`src/rtl/seq_cla_adder_if.sv`:
```
// Operand/result handshake bundle for the sequential carry-lookahead adder.
// The master side presents operands and consumes sums; the slave side is the adder.
interface seq_cla_adder_if #(
    parameter int WIDTH = 16
);
    logic             in_valid;
    logic             in_ready;
    logic [WIDTH-1:0] A;
    logic [WIDTH-1:0] B;
    logic             cin;
    logic             out_valid;
    logic             out_ready;
    logic [WIDTH-1:0] S;
    logic             cout;
    logic             ovf;

    modport master (
        output in_valid, A, B, cin, out_ready,
        input  in_ready, out_valid, S, cout, ovf
    );

    modport slave (
        input  in_valid, A, B, cin, out_ready,
        output in_ready, out_valid, S, cout, ovf
    );
endinterface

```
`src/rtl/seq_cla_adder.sv`:
```
// Multi-cycle WIDTH-bit adder that reuses one 4-bit carry-lookahead slice per cycle,
// LSB nibble first, behind a valid/ready operand port and a held valid/ready result.
module seq_cla_adder #(
    parameter int WIDTH = 16
) (
    input logic           clk,
    input logic           rst,
    seq_cla_adder_if.slave bus
);
    localparam int NSLICE = WIDTH / 4;
    localparam int KW     = (NSLICE > 1) ? $clog2(NSLICE) : 1;
    localparam logic [KW-1:0] K_LAST = KW'(NSLICE - 1);

    typedef enum logic [1:0] {
        IDLE,
        RUN,
        DONE
    } state_t;

    state_t           state;
    state_t           next_state;
    logic [WIDTH-1:0] a_sh;
    logic [WIDTH-1:0] b_sh;
    logic             carry;
    logic [KW-1:0]    k;
    logic [WIDTH-1:0] sum_r;
    logic             cout_r;
    logic             ovf_r;
    logic             last_slice;

    logic [3:0] g;
    logic [3:0] p;
    logic [3:0] s_slice;
    logic       c1;
    logic       c2;
    logic       c3;
    logic       c4;

    // One 4-bit lookahead slice; every carry is a flat sum of products, no ripple.
    assign g  = a_sh[3:0] & b_sh[3:0];
    assign p  = a_sh[3:0] ^ b_sh[3:0];
    assign c1 = g[0] | (p[0] & carry);
    assign c2 = g[1] | (p[1] & g[0]) | (p[1] & p[0] & carry);
    assign c3 = g[2] | (p[2] & g[1]) | (p[2] & p[1] & g[0])
              | (p[2] & p[1] & p[0] & carry);
    assign c4 = g[3] | (p[3] & g[2]) | (p[3] & p[2] & g[1])
              | (p[3] & p[2] & p[1] & g[0])
              | (p[3] & p[2] & p[1] & p[0] & carry);
    assign s_slice = p ^ {c3, c2, c1, carry};

    assign last_slice = (k == K_LAST);

    always_ff @(posedge clk) begin
        if (rst) begin
            state <= IDLE;
        end else begin
            state <= next_state;
        end
    end

    always_comb begin
        next_state = state;
        case (state)
            IDLE:    if (bus.in_valid)  next_state = RUN;
            RUN:     if (last_slice)    next_state = DONE;
            DONE:    if (bus.out_ready) next_state = IDLE;
            default: next_state = IDLE;
        endcase
    end

    // Operands shift right one nibble per RUN cycle so the slice always sees bits [3:0].
    always_ff @(posedge clk) begin
        if (rst) begin
            a_sh   <= '0;
            b_sh   <= '0;
            carry  <= 1'b0;
            k      <= '0;
            sum_r  <= '0;
            cout_r <= 1'b0;
            ovf_r  <= 1'b0;
        end else begin
            case (state)
                IDLE: begin
                    if (bus.in_valid) begin
                        a_sh  <= bus.A;
                        b_sh  <= bus.B;
                        carry <= bus.cin;
                        k     <= '0;
                    end
                end
                RUN: begin
                    sum_r[{k, 2'b00} +: 4] <= s_slice;
                    carry <= c4;
                    a_sh  <= a_sh >> 4;
                    b_sh  <= b_sh >> 4;
                    k     <= k + 1'b1;
                    if (last_slice) begin
                        cout_r <= c4;
                        ovf_r  <= c3 ^ c4;
                    end
                end
                default: begin
                end
            endcase
        end
    end

    assign bus.in_ready  = (state == IDLE);
    assign bus.out_valid = (state == DONE);
    assign bus.S         = sum_r;
    assign bus.cout      = cout_r;
    assign bus.ovf       = ovf_r;
endmodule

```
`src/flat_wrapper.sv`:
```
// flat-port wrapper written by rule: the top's interface ports become plain ports
module seq_cla_adder_flat 
#(
    parameter int WIDTH = 16
)
  (clk, rst, bus_in_valid, bus_A, bus_B, bus_cin, bus_out_ready, bus_in_ready, bus_out_valid, bus_S, bus_cout, bus_ovf);
  seq_cla_adder_if #(.WIDTH(WIDTH)) bus_i ();
  input logic clk;
  input logic rst;
  input wire logic [$bits(bus_i.in_valid)-1:0] bus_in_valid;
  input wire logic [$bits(bus_i.A)-1:0] bus_A;
  input wire logic [$bits(bus_i.B)-1:0] bus_B;
  input wire logic [$bits(bus_i.cin)-1:0] bus_cin;
  input wire logic [$bits(bus_i.out_ready)-1:0] bus_out_ready;
  output wire logic [$bits(bus_i.in_ready)-1:0] bus_in_ready;
  output wire logic [$bits(bus_i.out_valid)-1:0] bus_out_valid;
  output wire logic [$bits(bus_i.S)-1:0] bus_S;
  output wire logic [$bits(bus_i.cout)-1:0] bus_cout;
  output wire logic [$bits(bus_i.ovf)-1:0] bus_ovf;
  assign bus_i.in_valid = bus_in_valid;
  assign bus_i.A = bus_A;
  assign bus_i.B = bus_B;
  assign bus_i.cin = bus_cin;
  assign bus_i.out_ready = bus_out_ready;
  assign bus_in_ready = bus_i.in_ready;
  assign bus_out_valid = bus_i.out_valid;
  assign bus_S = bus_i.S;
  assign bus_cout = bus_i.cout;
  assign bus_ovf = bus_i.ovf;
  seq_cla_adder #(.WIDTH(WIDTH)) u_core (.clk(clk), .rst(rst), .bus(bus_i));
endmodule
```
`config.mk`:
```
export PLATFORM = sky130hd
export DESIGN_NAME = seq_cla_adder_flat
export DESIGN_NICKNAME = d
export VERILOG_FILES = /design/src/rtl/seq_cla_adder_if.sv /design/src/rtl/seq_cla_adder.sv /design/src/flat_wrapper.sv
export SDC_FILE = /design/constraint.sdc
export NUM_CORES = 1
export LEC_CHECK = 0
export CORE_UTILIZATION = 45
export CTS_CLUSTER_SIZE = 8
export DETAILED_ROUTE_END_ITERATION = 12
export GPL_TIMING_DRIVEN = 0
export PLACE_DENSITY = 0.84
export SYNTH_ARGS = -nofsm -noshare
export SYNTH_HDL_FRONTEND = slang
export SYNTH_SLANG_ARGS = --single-unit
```
`constraint.sdc`:
```
create_clock -name clk -period 4.9 [get_ports clk]
set_input_delay 0.49 -clock clk [delete_from_list [all_inputs] [get_ports clk]]
set_output_delay 0.49 -clock clk [all_outputs]
set_load 0.02 [all_outputs]
```
==> results of run 1 <==
## routing by layer
layer	global-route usage (%)	wire length [um]	vias up
met3	4.643	242	11
met2	36.11	2923	68
met1	26.25	2794	1107
met4	7.547	121	0
li1	-	-	1161
met5	0	0	-
## power groups by stage
stage	Combinational (mW)	Clock, mW	Sequential (mW)
after floorplan	0.108	0	0.498
after global placement	0.169	0	0.499
after detailed placement	0.173	0	0.500
after CTS	0.174	0.294	0.490
after global routing	0.191	0.313	0.494
final	0.174	0.290	0.490
## path summary, 6_finish.rpt
check	endpoint	slack (ns)	cells after the start
setup / recovery	bus_out_valid	2.66	3
hold / removal	u_core.b_sh[7]$_SDFFE_PP0P_	0.48	2
setup reg to reg	u_core.bus.S[3]$_SDFFE_PP0P_	3.05	5
hold reg to reg	u_core.b_sh[7]$_SDFFE_PP0P_	0.48	2
## area by class of cell
class	instances	area, um2
clock inverter	1	30.03
inverter	3	11.26
fill	507	2170
tap	72	90.09
timing repair buffer	56	560.5
clock buffer	6	72.57
multi-input combinational	214	1338
sequential	55	1101
buffer	21	100.1
## kinds of logic after synthesis
kind of cell | share of synthesized area [%]
compound gates | 20.80
xor+xnor | 0.9816
fa+ha+maj | 5.692
buf+inv | 4.367
flops | 43.18
simple gates | 24.98
## registers in the layout, summed over array words and instances (netlist names)
name	cells
u_core.state	2
u_core.bus.cout	1
u_core.a_sh	16
u_core.bus.ovf	1
u_core.bus.S	16
u_core.k	2
u_core.b_sh	16
u_core.carry	1
## worst min-delay path: stages, from the launching register on
cell	delay, ns
dfxtp_1	0.32
nand2_1	0.05
a311oi_1	0.07
## through the flow
step / setup slack (ns) / instances / area, um2 / power (mW) / utilization, %
floorplan: 3.281 / 293 / 2550 / 0.6057 / -
global placement: 2.753 / 421 / 3201 / 0.6679 / 58.48
detailed placement: 2.720 / 421 / 3201 / 0.6732 / 58.48
CTS: 2.649 / 428 / 3303 / 0.9584 / 60.36
global route: 2.583 / 428 / 3303 / 0.9978 / 60.36
finish: 2.664 / 428 / 3303 / 0.9548 / 60.36
## synthesized netlist by cell type (all sizes together), types with 3 or more instances
library cell and instances:
a211oi 3, a21oi 10, a22oi 13, a2bb2oi 4, a311oi 24, a32oi 4
buf 13, clkbuf 8, dfxtp 55, ha 10, inv 3, nand2 53
nand2b 4, nand3b 8, nor2 51, nor2b 7, o31ai 3
==> impl_metrics.toml, run 1 <==
[outcome]
outcome = "completed"

[synthesis]
netlist_area_um2 = 2550
ys_warn_count = 0
synth_top_area_share_pct = 43.18
synth.distinct_cells = 37
synthFlopType = "dfxtp_1"
synth_edf_count = 0
ys_seq_area_share_pct = 43.18
netlist_instances = 293
synth_seq_cells = 55
avgSynthCellArea_um2 = 8.703
synth_top_cell_by_area = "dfxtp_1"
synthTopCellsByArea = "dfxtp_1 (43%), a311oi_1 (8.2%), nand2_1 (7.8%)"
synthArstFlopShare_pct = 0
syn-num-nets = 341

[pwr]
leakage_nw = 1.276
power_frac_comb_pct = 18.2
clkPwrFrac_pct = 30.4
ir_drop_v = 0.0001563
p_sw_mw = 0.2520
p_seq_share_pct = 51.3
internal-power_mw = 0.7028
power.density_nw_per_um2 = 289.1
p_sw_share_pct = 26.39

[worst_setup_path]
path_buf_inv = 2
crit_chain = "buf_4 -> nor2b_1 -> clkdlybuf4s50_1"
end_kind = "output pin"
cp_slowest_cell = "clkdlybuf4s50_1"
critical_path_required_ns = 4.41
crit_type = "reg -> out"
worstReg2RegStart = "u_core.b_sh[0]$_SDFFE_PP0P_"
critPathMaxFanout = 10
cp-start-kind = "flip-flop"
crit_arrival_ns = 1.75
startpoint = "u_core.state[1]$_SDFFE_PP0P_"
critPathMaxStageDelay_ns = 0.63
crit_family = "buffers and inverters"

[route]
wire_per_inst_um = 14.21
totalWireLength_um = 6082
vias_per_cell = 5.484
drc_errors = 0
dr.first_iter.drc_count = 96
vias = 2347
firstDrtPassIters = 4
antenna_left = 0

[placed_design]
numPortBuffers = 56
gp_congestion = 0.8164
dp_hpwl_um = 4605

[sta]
tns_ns = 0
slew_headroom_pct = 68.24
hold_viol_final = 0
setup_viol = 0
rsz0062_at_grt = "false"
finalCritPeriodShare_pct = 45.63
min_period_ns = 2.236
max_freq_ghz = 0.4472
slew_violations = 0
whs_ns = 0.4767
worst_slew_pin_slew_ns = 0.4763
fin_skew_ns = 0.004363

[cts]
clk_path_buf_depth = 2
post_cts_buffers = 0
insertion_delay_ns = 0.30
post_cts_resized = 0
numCtsBuffers = 5
clock_sinks = 55
htree_levels = 2
ctsHoldBuffers = 0
clockRootBuffer = "clkbuf_8"
cts_tree = "done"
clk_pin_slew_ns = 0.09

[floorplan]
ioPinCount = 57
die_w_um = 77.28
initial_utilization_pct = 46.59
rows = 27
die_y_um = 77.28
die_area_um2 = 5971
core-area_um2 = 5473

[global_routing]
grt_pass1_wl_um = 9984
grt_max_degree = 16
grt_overflow_total = 0
grt_pass1_vias = 2116
antenna_found_initial = 0
track_usage_pct = 21.26

[cells_and_area]
layout_commonest_cell = "clkdlybuf4s50_1"
syn2layout_area_growth_pct = 29.54
antennaDiodeCount = 0
fin_nets = 404
mostFrequentLayoutCells = "clkdlybuf4s50_1 (56), dfxtp_1 (55), nand2_1 (53)"
drive_above_1_share_pct = 7.584

[hold_path]
hold_class = "reg -> reg"
hp-start = "u_core.b_sh[11]$_SDFFE_PP0P_"

[job]
maxCapViolations = 0
No activity file was read; power rests on OpenSTA's default activity.
==> inputs of run 2 (changes only) <==
==> constraint.sdc (replaced) <==
create_clock -name clk -period 2.15 [get_ports clk]
set_input_delay 0.215 -clock clk [delete_from_list [all_inputs] [get_ports clk]]
set_output_delay 0.215 -clock clk [all_outputs]
set_load 0.02 [all_outputs]
==> results of run 2 <==
Same layout as run 1 (identical final DEF). Status: completed.
Main changes from that run: setup slack after placement 2.720 ns -> 0.2451 ns; setup slack after layout 2.664 ns -> 0.1891 ns; hold slack 0.4767 ns -> 0.4730 ns; register-to-register setup slack 3.05 ns -> 0.30 ns; end point of the worst hold path u_core.b_sh[7]$_SDFFE_PP0P_ -> u_core.a_sh[4]$_SDFFE_PP0P_; total power 0.9548 mW -> 2.176 mW; worst IR drop on VDD 0.0001563 V -> 0.0003561 V
